==> config.mk <==
export PLATFORM = sky130hd
export DESIGN_NAME = bcd_scan_driver
export DESIGN_NICKNAME = d
export VERILOG_FILES = /design/src/rtl/bcd_scan_driver.sv
export SDC_FILE = /design/constraint.sdc
export NUM_CORES = 1
export LEC_CHECK = 0
export ABC_AREA = 1
export CORE_ASPECT_RATIO = 0.5
export CORE_UTILIZATION = 53
export DETAILED_ROUTE_END_ITERATION = 10
export PLACE_DENSITY = 0.83
export SLEW_MARGIN = 20
export SYNTH_ARGS = -nofsm -noshare
export SYNTH_HDL_FRONTEND = slang
export SYNTH_SLANG_ARGS = --single-unit
==> constraint.sdc <==
create_clock -name clk -period 1.8 [get_ports clk]
set_input_delay 0.45 -clock clk [delete_from_list [all_inputs] [get_ports clk]]
set_output_delay 0.45 -clock clk [all_outputs]
set_load 0.05 [all_outputs]
==> src/rtl/bcd_scan_driver.sv <==
// Four-digit multiplexed display scanner feeding a single segment7 decoder.
// Latches a packed BCD word and cycles digit code plus active-low anode enable.
module bcd_scan_driver #(
  parameter int REFRESH_DIV = 100000
) (
  input  logic        clk,
  input  logic        rst,
  input  logic        load,
  input  logic [15:0] value,
  input  logic        blank_lz,
  output logic [3:0]  bcd,
  output logic [3:0]  an,
  output logic        frame_done
);

  localparam int CW = $clog2(REFRESH_DIV);
  localparam logic [CW-1:0] CNT_LAST = CW'(REFRESH_DIV - 1);
  localparam logic [CW-1:0] CNT_ONE  = CW'(1);

  logic [15:0]   shadow_r;
  logic [CW-1:0] cnt_r;
  logic [1:0]    idx_r;

  logic          slot_end_s;
  logic          upper_zero_s;
  logic [3:0]    digit_s;
  logic [3:0]    an_lit_s;
  logic [3:0]    an_next_s;

  // Digit selection, anode pattern and leading-zero blanking for the current slot
  always_comb begin
    slot_end_s   = (cnt_r == CNT_LAST);
    digit_s      = 4'h0;
    an_lit_s     = 4'b1111;
    upper_zero_s = 1'b0;
    case (idx_r)
      2'd0: begin
        digit_s      = shadow_r[3:0];
        an_lit_s     = 4'b1110;
        upper_zero_s = 1'b0;
      end
      2'd1: begin
        digit_s      = shadow_r[7:4];
        an_lit_s     = 4'b1101;
        upper_zero_s = (shadow_r[15:4] == 12'h000);
      end
      2'd2: begin
        digit_s      = shadow_r[11:8];
        an_lit_s     = 4'b1011;
        upper_zero_s = (shadow_r[15:8] == 8'h00);
      end
      2'd3: begin
        digit_s      = shadow_r[15:12];
        an_lit_s     = 4'b0111;
        upper_zero_s = (shadow_r[15:12] == 4'h0);
      end
      default: begin
        digit_s      = 4'h0;
        an_lit_s     = 4'b1111;
        upper_zero_s = 1'b0;
      end
    endcase
    // A blanked slot keeps its timing and bcd value; only the anode stays off
    if (blank_lz && upper_zero_s) begin
      an_next_s = 4'b1111;
    end else begin
      an_next_s = an_lit_s;
    end
  end

  // Shadow register, prescaler, digit index and registered outputs
  always_ff @(posedge clk) begin
    if (rst) begin
      shadow_r   <= 16'h0000;
      cnt_r      <= '0;
      idx_r      <= 2'd0;
      bcd        <= 4'h0;
      an         <= 4'b1111;
      frame_done <= 1'b0;
    end else begin
      if (load) begin
        shadow_r <= value;
      end else begin
        shadow_r <= shadow_r;
      end
      if (slot_end_s) begin
        cnt_r <= '0;
        idx_r <= idx_r + 2'd1;
      end else begin
        cnt_r <= cnt_r + CNT_ONE;
        idx_r <= idx_r;
      end
      bcd        <= digit_s;
      an         <= an_next_s;
      frame_done <= slot_end_s && (idx_r == 2'd3);
    end
  end

endmodule

Word level (Yosys, flattened, before mapping)
Cells that the tools add are included.
{"block": "classes", "muxes": 3, "add_sub_neg": 2, "n_reduce_logical": 8, "eq_ne": 4}
{"op": "$pmux 4 s4", "count": 2}
{"op": "$add 17x1->17 const B", "count": 1}
{"op": "$eq 17x17->1 const B", "count": 1}
{"op": "$logic_not 12->1", "count": 1}
{"op": "$logic_not 8->1", "count": 1}
{"op": "$eq 2x2->1 const B", "count": 2}
{"op": "$logic_not 4->1", "count": 1}
{"op": "$pmux 1 s4", "count": 1}
{"op": "$reduce_or 2->1", "count": 2}
{"op": "$add 2x1->2 const B", "count": 1}
{"op": "$eq 2x1->1 const B", "count": 1}
{"op": "$logic_and 1x1->1", "count": 2}
{"op": "$logic_not 2->1", "count": 1}
{"block": "totals", "wordCells": 23, "out_inout_bits": 9, "reg_bits": 44}

Depth between registers and ports, before layout
Gate-level depths: netlist of run 1.
{"block": "logic_depth", "ltp_word": 4, "ltp_mapped": 10, "depth_no_buf": 10}

Worst setup path after synthesis of run 1
OpenSTA, ideal clock, no wires.
{"block": "synth_path", "path_kind": "register to register", "start": "register cnt_r[0]", "end": "register cnt_r[11]", "t_arrival_ns": 1.186, "path_buffers": 1, "period_less_slack_ns": 1.300, "path_slack_ns": 0.500, "setup_time_ns": 0.115, "required_time_ns": 1.685, "path_stages_with_launch": 8, "cell_sequence": "dfxtp_1 > ha_1 > nand3_1 > inv_1 > nand3_4 > nand2_4 > buf_12 > nor2_2"}
{"block": "synth_between", "elab_chain_len": 2}
{"item": "start, declared", "line": "21", "rtl": "logic [CW-1:0] cnt_r;"}
{"item": "start signal, assigned", "line": "90", "rtl": "cnt_r <= cnt_r + CNT_ONE;"}
{"item": "branches (longest 2 deep; another with $add 17x1->17)"}
Several ways; the timed one is not identified.
A chain may end at the register's enable or synchronous reset.

Worst setup path after layout of run 1
{"block": "layout_path", "start": "register idx_r[0]", "end": "register an[2]"}
{"block": "layout_between", "elab_chain_len": 4}
{"item": "start, declared", "line": "22", "rtl": "logic [1:0] idx_r;"}
{"item": "start signal, assigned", "line": "88", "rtl": "idx_r <= idx_r + 2'd1;"}
{"item": "start signal, assigned", "line": "91", "rtl": "idx_r <= idx_r;"}
{"item": "$eq 2x2->1 (tied with other cells)", "line": "36", "rtl": "case (idx_r)"}
{"item": "$pmux 1 s4", "line": "36"}
{"item": "$logic_and 1x1->1", "line": "64", "rtl": "if (blank_lz && upper_zero_s) begin"}
{"item": "$reduce_or 2->1 (no line)"}
{"item": "end signal, assigned", "line": "94", "rtl": "an <= an_next_s;"}
{"item": "end, declared", "line": "12", "rtl": "output logic [3:0] an,"}
Parallel ways exist; a longest one is shown, timed or not.

==> key figures, run 1 <==
Synthesis
  • Commonest cells post-synth: nand2_1, nor2_1, dfxtp_1
  • Post-Synthesis Net Count: 289
  • Synth area leaders: dfxtp_1, nand2_1, nor2_1, o21ai_0, inv_1
  • Seq/Total Area, Yosys: 45.0%
  • Ys async rst share: 0%
  • Area share of the largest cell type after synthesis: 45.0%
  • Synth Area in Compound Gates: 10.9%
  • Yosys Warn Count: 0
  • Number of synthesized register bits: 44
  • Syn Inst Count: 262
  • Mapped Area: 0.00196 mm^2
  • Multiplexer share of the synthesized area: 0%
  • EDFF count, synth: 0
  • Main combinational cell family by area after synthesis: simple AND/OR/NAND/NOR gates
  • Synth Area in Simple Gates: 29.5%
  • Post-Synth Adder-Cell Area: 4.48%
  • Primary FF master, synth: dfxtp_1
  • Post-synth cell types: 23
  • Post-synthesis cell type with the largest combined area: dfxtp_1
  • Mean post-synth cell area: 7.47 um^2
  • Synth Area in XOR/XNOR: 3.13%

Die
  • Core ar.: 0.00347 mm^2
  • Die height: 45.0 um
  • Starting density of the core: 56.4%
  • Die width: 87.9 um
  • Area of the die: 0.00395 mm^2
  • Site Rows: 15
  • Boundary pin count: 29

Pwr
  • Clock power frac: 46.6%
  • Worst vdd ir: 0.000391 V
  • Power Dens Cells: 913 mW/mm^2
  • Seq pwr share: 46.3%
  • Logic pwr share: 7.1%
  • Sw frac: 20.1%
  • LEAKAGE: 1.02 nW
  • P_sw: 0.000448 W
  • Internal cell power: 0.00178 W

Setup path
  • Peak fanout along the critical path: 6
  • Critical path origin: idx_r[0]
  • Crit path launch type: flip-flop
  • RR Startpoint: idx_r[0]
  • Crit path capture type: flip-flop
  • Critical path required time: 2.05 ns
  • Critical path arrival: 1.85 ns
  • Reg2reg path depth: 7
  • R2R setup slack: 0.21 ns
  • Kind of critical path: flip-flop to flip-flop

Timing
  • Clock skew: 0.00698 ns
  • Tcrit/Tclk final: 88.6%
  • RSZ-0062 raised after global routing: false
  • Clock period minus worst slack: 1.59 ns
  • Final Max Slew Viols: 0
  • F_max: 627 MHz
  • TNS Setup: 0 ns
  • Final setup violating endpoints: 0
  • Final Hold Fails: 0
  • Relative slew slack: 83.9%
  • Worst Tran Pin Value: 0.242 ns

Routing
  • WL/cell: 11.9 um
  • DR DRC count: 0
  • Via density: 4.99
  • Detail Route Antenna Nets: 0
  • Routed wire length: 4.16 mm
  • First DRT Iteration DRCs: 63
  • Routed vias: 1742
  • DR pass1 iterations: 4

Cells and area
  • Antenna diodes: 0
  • Share of cells above drive strength 1: 12.8%
  • Area growth syn-to-layout: 24.7%
  • Final Cell Area: 0.00244 mm^2
  • Nets: 324

Placement
  • Detail Placement HPWL: 2.98 mm
  • Port Buf Inserts: 28
  • DP Area: 0.00228 mm^2
  • Final Wtd Congestion: 0.831

Worst hold path
  • Hold Path Depth: 2
  • Worst hold path startpoint: shadow_r[8]
  • Class of the worst hold path: flip-flop to flip-flop

Clocking
  • Clock-pin slew on the worst setup and hold paths: 0.09 ns
  • Skew-Pair Late Insertion Delay: 0.30 ns
  • Post-CTS Resized: 0
  • Number of CTS-inserted buffers: 5
  • Post-CTS Hold Fix Bufs: 0
  • Max Root-Sink Buffers: 2
  • CTS Sinks: 44
  • Setup bufs post-CTS: 0
  • CTS root buffer: clkbuf_8
  • CTS tree: done
  • Htree depth: 2

GRT
  • Initial antenna violation count: 0
  • Largest net degree at the start of global routing: 20
  • Tot GR Track Use: 23.0%
  • Total grt overflow: 0
  • First-pass GRT wire length: 6.75 mm
  • Vias in the first global route: 1631

Job
  • Max-cap viol count: 0

Status
  • Status: finished, final reports clean
==> kinds of logic (layout without fill, tap and decap cells) <==
family,after synthesis,after routing
adders and majority gates,7,7
buffers and inverters,32,68
DFF,44,44
and+or+nand+nor,131,131
AOI/OAI and AO/OA,41,41
xor gates and xnor gates,7,7
==> through the flow <==
step | setup slack (ns) | hold slack, ns | util (%) | instances | total power [W]
global route | 0.0929 | 0.480 | 70.3 | 349 | 0.00229
CTS | 0.211 | 0.468 | 70.3 | 349 | 0.00224
finish | 0.205 | 0.467 | 70.3 | 349 | 0.00223
detailed placement | 0.218 | 0.454 | 65.7 | 341 | 0.00121
global placement | 0.253 | 0.440 | 65.7 | 341 | 0.00121
floorplan | 0.500 | 0.428 | - | 262 | 0.00114
==> cell type report <==
cell class	count	area [um^2]
Clock buffer	5	68.8
Clock inverter	3	90.1
Fill cell	271	1030
Inverter	27	101
Multi-Input combinational cell	186	940
Sequential cell	44	881
Tap cell	51	63.8
Timing Repair Buffer	33	295
==> power by group through the flow <==
stage / clock network, W / registers, W / logic [W]
2_1_floorplan: 0 / 0.00107 / 0.0000726
3_5_place_dp: 0 / 0.00105 / 0.000158
4_1_cts: 0.00105 / 0.00103 / 0.000159
6_report: 0.00104 / 0.00103 / 0.000159
3_3_place_gp: 0 / 0.00105 / 0.000154
5_1_grt: 0.00108 / 0.00104 / 0.000177
==> flip-flops by register name, indices dropped and copies added (netlist names) <==
| register | cells |
|---|---|
| an | 4 |
| bcd | 4 |
| cnt_r | 17 |
| frame_done | 1 |
| idx_r | 2 |
| shadow_r | 16 |
==> critical path, stage by stage, from the launching register on <==
cell     delay [ns]
dfxtp_1        0.41
inv_1          0.13
ha_1           0.30
inv_1          0.17
nand4_1        0.13
nor3_1         0.17
nand2_1        0.14
nand3_1        0.09
==> routing by layer <==
layer / GRT usage, % / part of all wire [%] / wire [um]
met5: 0 / 0 / 0
met2: 43.1 / 48 / 2000
met4: 11.5 / 2.3 / 95
met1: 25.2 / 46 / 1890
met3: 5.30 / 4.1 / 172
==> path summary, 6_finish.rpt <==
path	to
max	an[2]
min	bcd[0]
max reg2reg	an[2]
min reg2reg	bcd[0]
==> cells in the final DEF (no fill, tap or decap), drive strengths merged <==
cell type	instances
or2	2
nand4	3
buf	14
dfxtp	44
o21ai	24
nand3	14
nor3	2
clkbuf	5
and2	1
clkinv	1
clkdlybuf4s50	19
xnor2	1
bufinv	3
a21oi	13
xor2	6
ha	7
nor2	60
a31oi	4
inv	26
nand2	49
(Power assumes the default switching activity.)
==> run 2, diff against run 1 <==
Settings changed: CAP_MARGIN set to 20.
==> results of run 2 <==
The final DEF is identical to that of run 1; final timing and power are the same.
==> run 3, diff against run 2 <==
Settings changed: GPL_ROUTABILITY_DRIVEN set to 0, RECOVER_POWER set to 100, SKIP_CTS_REPAIR_TIMING set to 1.
==> key figures, run 3 (synthesis gave the netlist of run 1 again) <==
Setup path
  • Peak fanout along the critical path: 6 (unchanged)
  • RR Startpoint: idx_r[0]
  • Most common cell on crit path: inv_1
  • Reg2reg path depth: 7 (unchanged)
  • Worst R2R End: an[2]
  • Crit path capture type: flip-flop
  • Critical-path cell list: inv_1, ha_1, inv_1, nand4_1, nor3_1, nand2_1, nand3_1
  • Crit path launch type: flip-flop
  • Critical path required time: 2.05 ns (about the same)
  • R2R setup slack: 0.21 ns (about the same)
  • Crit path max-delay family: simple AND/OR/NAND/NOR gates
  • Kind of critical path: flip-flop to flip-flop
  • CP peak stage delay: 0.41 ns (about the same)
  • Critical-path top delay cell: dfxtp_1
  • Critical path origin: idx_r[0]
  • CP bufs+invs: 2 (unchanged)
  • Critical path arrival: 1.83 ns (-0.02 ns)

Routing
  • DR pass1 iterations: 4 (unchanged)
  • Routed vias: 1749 (+0.40%)
  • Detail Route Antenna Nets: 0 (unchanged)
  • Met2 wire length: 1.96 mm (-1.8%)
  • WL/cell: 12.0 um (+0.87%)
  • Via density: 5.01 (+0.40%)
  • First DRT Iteration DRCs: 73 (+16%)
  • Routed wire length: 4.19 mm (+0.87%)
  • DR DRC count: 0 (unchanged)
  • Met3 wire len: 212 um (+23%)
  • Routed length on met1: 1.92 mm (+1.3%)
  • Max layer used: met4

Timing
  • Final Max Slew Viols: 0 (unchanged)
  • RSZ-0062 raised after global routing: false
  • Clock skew: 0.00769 ns (+0.000718 ns)
  • Final setup violating endpoints: 0 (unchanged)
  • Tcrit/Tclk final: 88.1% (-0.54 points)
  • Final WS setup: 0.215 ns (+0.00977 ns)
  • Hold slack final: 0.467 ns (+0.000121 ns)
  • Worst Tran Pin Value: 0.618 ns (+0.376 ns)
  • Clock period minus worst slack: 1.59 ns (-0.00977 ns)
  • Final Hold Fails: 0 (unchanged)
  • Relative slew slack: 59.0% (-25 points)
  • F_max: 631 MHz (+0.62%)
  • TNS Setup: 0 ns (unchanged)

Clocking
  • Skew-Pair Late Insertion Delay: 0.30 ns (about the same)
  • Htree depth: 2 (unchanged)
  • CTS Sinks: 44 (unchanged)
  • CTS tree: done
  • Max Root-Sink Buffers: 2 (unchanged)
  • Clock-pin slew on the worst setup and hold paths: 0.09 ns (about the same)
  • Number of CTS-inserted buffers: 5 (unchanged)
  • CTS root buffer: clkbuf_8

Cells and area
  • Most frequent cells in the layout: nor2_1, nand2_1, dfxtp_1
  • Register with the most flip-flops: cnt_r
  • Nets: 324 (unchanged)
  • Most common cell after layout, fill and taps aside: nor2_1
  • Regs by FF count: cnt_r (17), shadow_r (16)
  • Area growth syn-to-layout: 21.5%
  • Antenna diodes: 0 (unchanged)
  • Final Cell Area: 0.00238 mm^2 (-2.6%)
  • Share of cells above drive strength 1: 6.38% (-6.4 points)
  • Fillers: 294 (+8.5%)
  • Max reg flops: 17 (unchanged)

Die
  • Site Rows: 15 (unchanged)
  • Core ar.: 0.00347 mm^2 (unchanged)
  • Area of the die: 0.00395 mm^2 (unchanged)
  • Die width: 87.9 um (unchanged)
  • Boundary pin count: 29 (unchanged)
  • Die height: 45.0 um (unchanged)
  • Starting density of the core: 56.4% (unchanged)

GRT
  • Total grt overflow: 0 (unchanged)
  • Largest net degree at the start of global routing: 20 (unchanged)
  • Vias in the first global route: 1631 (unchanged)
  • Tot GR Track Use: 23.0% (unchanged)
  • First-pass GRT wire length: 6.75 mm (unchanged)
  • Initial antenna violation count: 0 (unchanged)

Pwr
  • Total power: 0.00222 W (-0.50%)
  • Power Dens Cells: 932 mW/mm^2 (+2.1%)
  • LEAKAGE: 0.980 nW (-3.8%)
  • Worst vdd ir: 0.000388 V (-0.99%)

Worst hold path
  • Hold Path Depth: 2 (unchanged)
  • Class of the worst hold path: flip-flop to flip-flop
  • Worst hold path startpoint: shadow_r[8]
  • Hold EP: bcd[0]

Placement
  • DP Area: 0.00228 mm^2 (unchanged)
  • Detail Placement HPWL: 2.98 mm (unchanged)
  • Port Buf Inserts: 28 (unchanged)
  • Worst Setup Slack post-DPL: 0.218 ns (unchanged)

Job
  • Max-cap viol count: 0 (unchanged)

Status
  • Status: finished, final reports clean
## run 3: changes by cell type in the layout (fill, tap and decap cells not counted)
cell / delta
a21oi_1: +1
a21oi_2: -1
buf_4: -11
clkbuf_1: +11
clkdlybuf4s50_1: -1
dlygate4sd3_1: +1
nor2_1: +7
nor2_2: -7
## run 3: per-stage QoR
stage,utilization [%],instances
2_1_floorplan,-,262
3_3_place_gp,65.7,341
3_5_place_dp,65.7,341
4_1_cts,70.3,349
5_1_grt,68.5,349
6_report,68.5,349
## run 3: area by class of cell
type / count / area [um^2] / area share [%]
Clock buffer: 5 / 68.8 / 2.89
Tap cell: 51 / 63.8 / 2.68
Sequential cell: 44 / 881 / 37.1
Clock inverter: 3 / 90.1 / 3.79
Multi-Input combinational cell: 186 / 918 / 38.6
Timing Repair Buffer: 33 / 254 / 10.7
Inverter: 27 / 101 / 4.26
## run 3: worst max-delay path by stage
stage | to | slack, ns | cells past startpoint
2_1_floorplan | cnt_r[11] | 0.50 | 7
3_3_place_gp | cnt_r[15] | 0.25 | 6
3_5_place_dp | cnt_r[16] | 0.22 | 6
4_1_cts | an[2] | 0.21 | 7
5_1_grt | an[1] | 0.09 | 7
6_report | an[2] | 0.21 | 7
## run 3: report_power, final
| part | total, W | internal, W | switching (W) | leakage, nW |
|---|---|---|---|---|
| sequential | 0.00103 | 0.00101 | 0.0000231 | 0.360 |
| combinational | 0.000148 | 0.0000689 | 0.0000795 | 0.541 |
| clock | 0.00104 | 0.000694 | 0.000342 | 0.0784 |
| total | 0.00222 | 0.00177 | 0.000445 | 0.980 |
## run 3: worst register-to-register path, cell delays in order, from the launching register on
cell and delay (ns):
dfxtp_1 0.41, inv_1 0.14, ha_1 0.30, inv_1 0.17
nand4_1 0.12, nor3_1 0.17, nand2_1 0.14, nand3_1 0.09
## run 3: layer usage
layer | global-route usage, % | vias up
met5 | 0 | -
met4 | 11.5 | 0
met3 | 5.30 | 14
met2 | 43.1 | 42
met1 | 25.2 | 793
li1 | - | 900
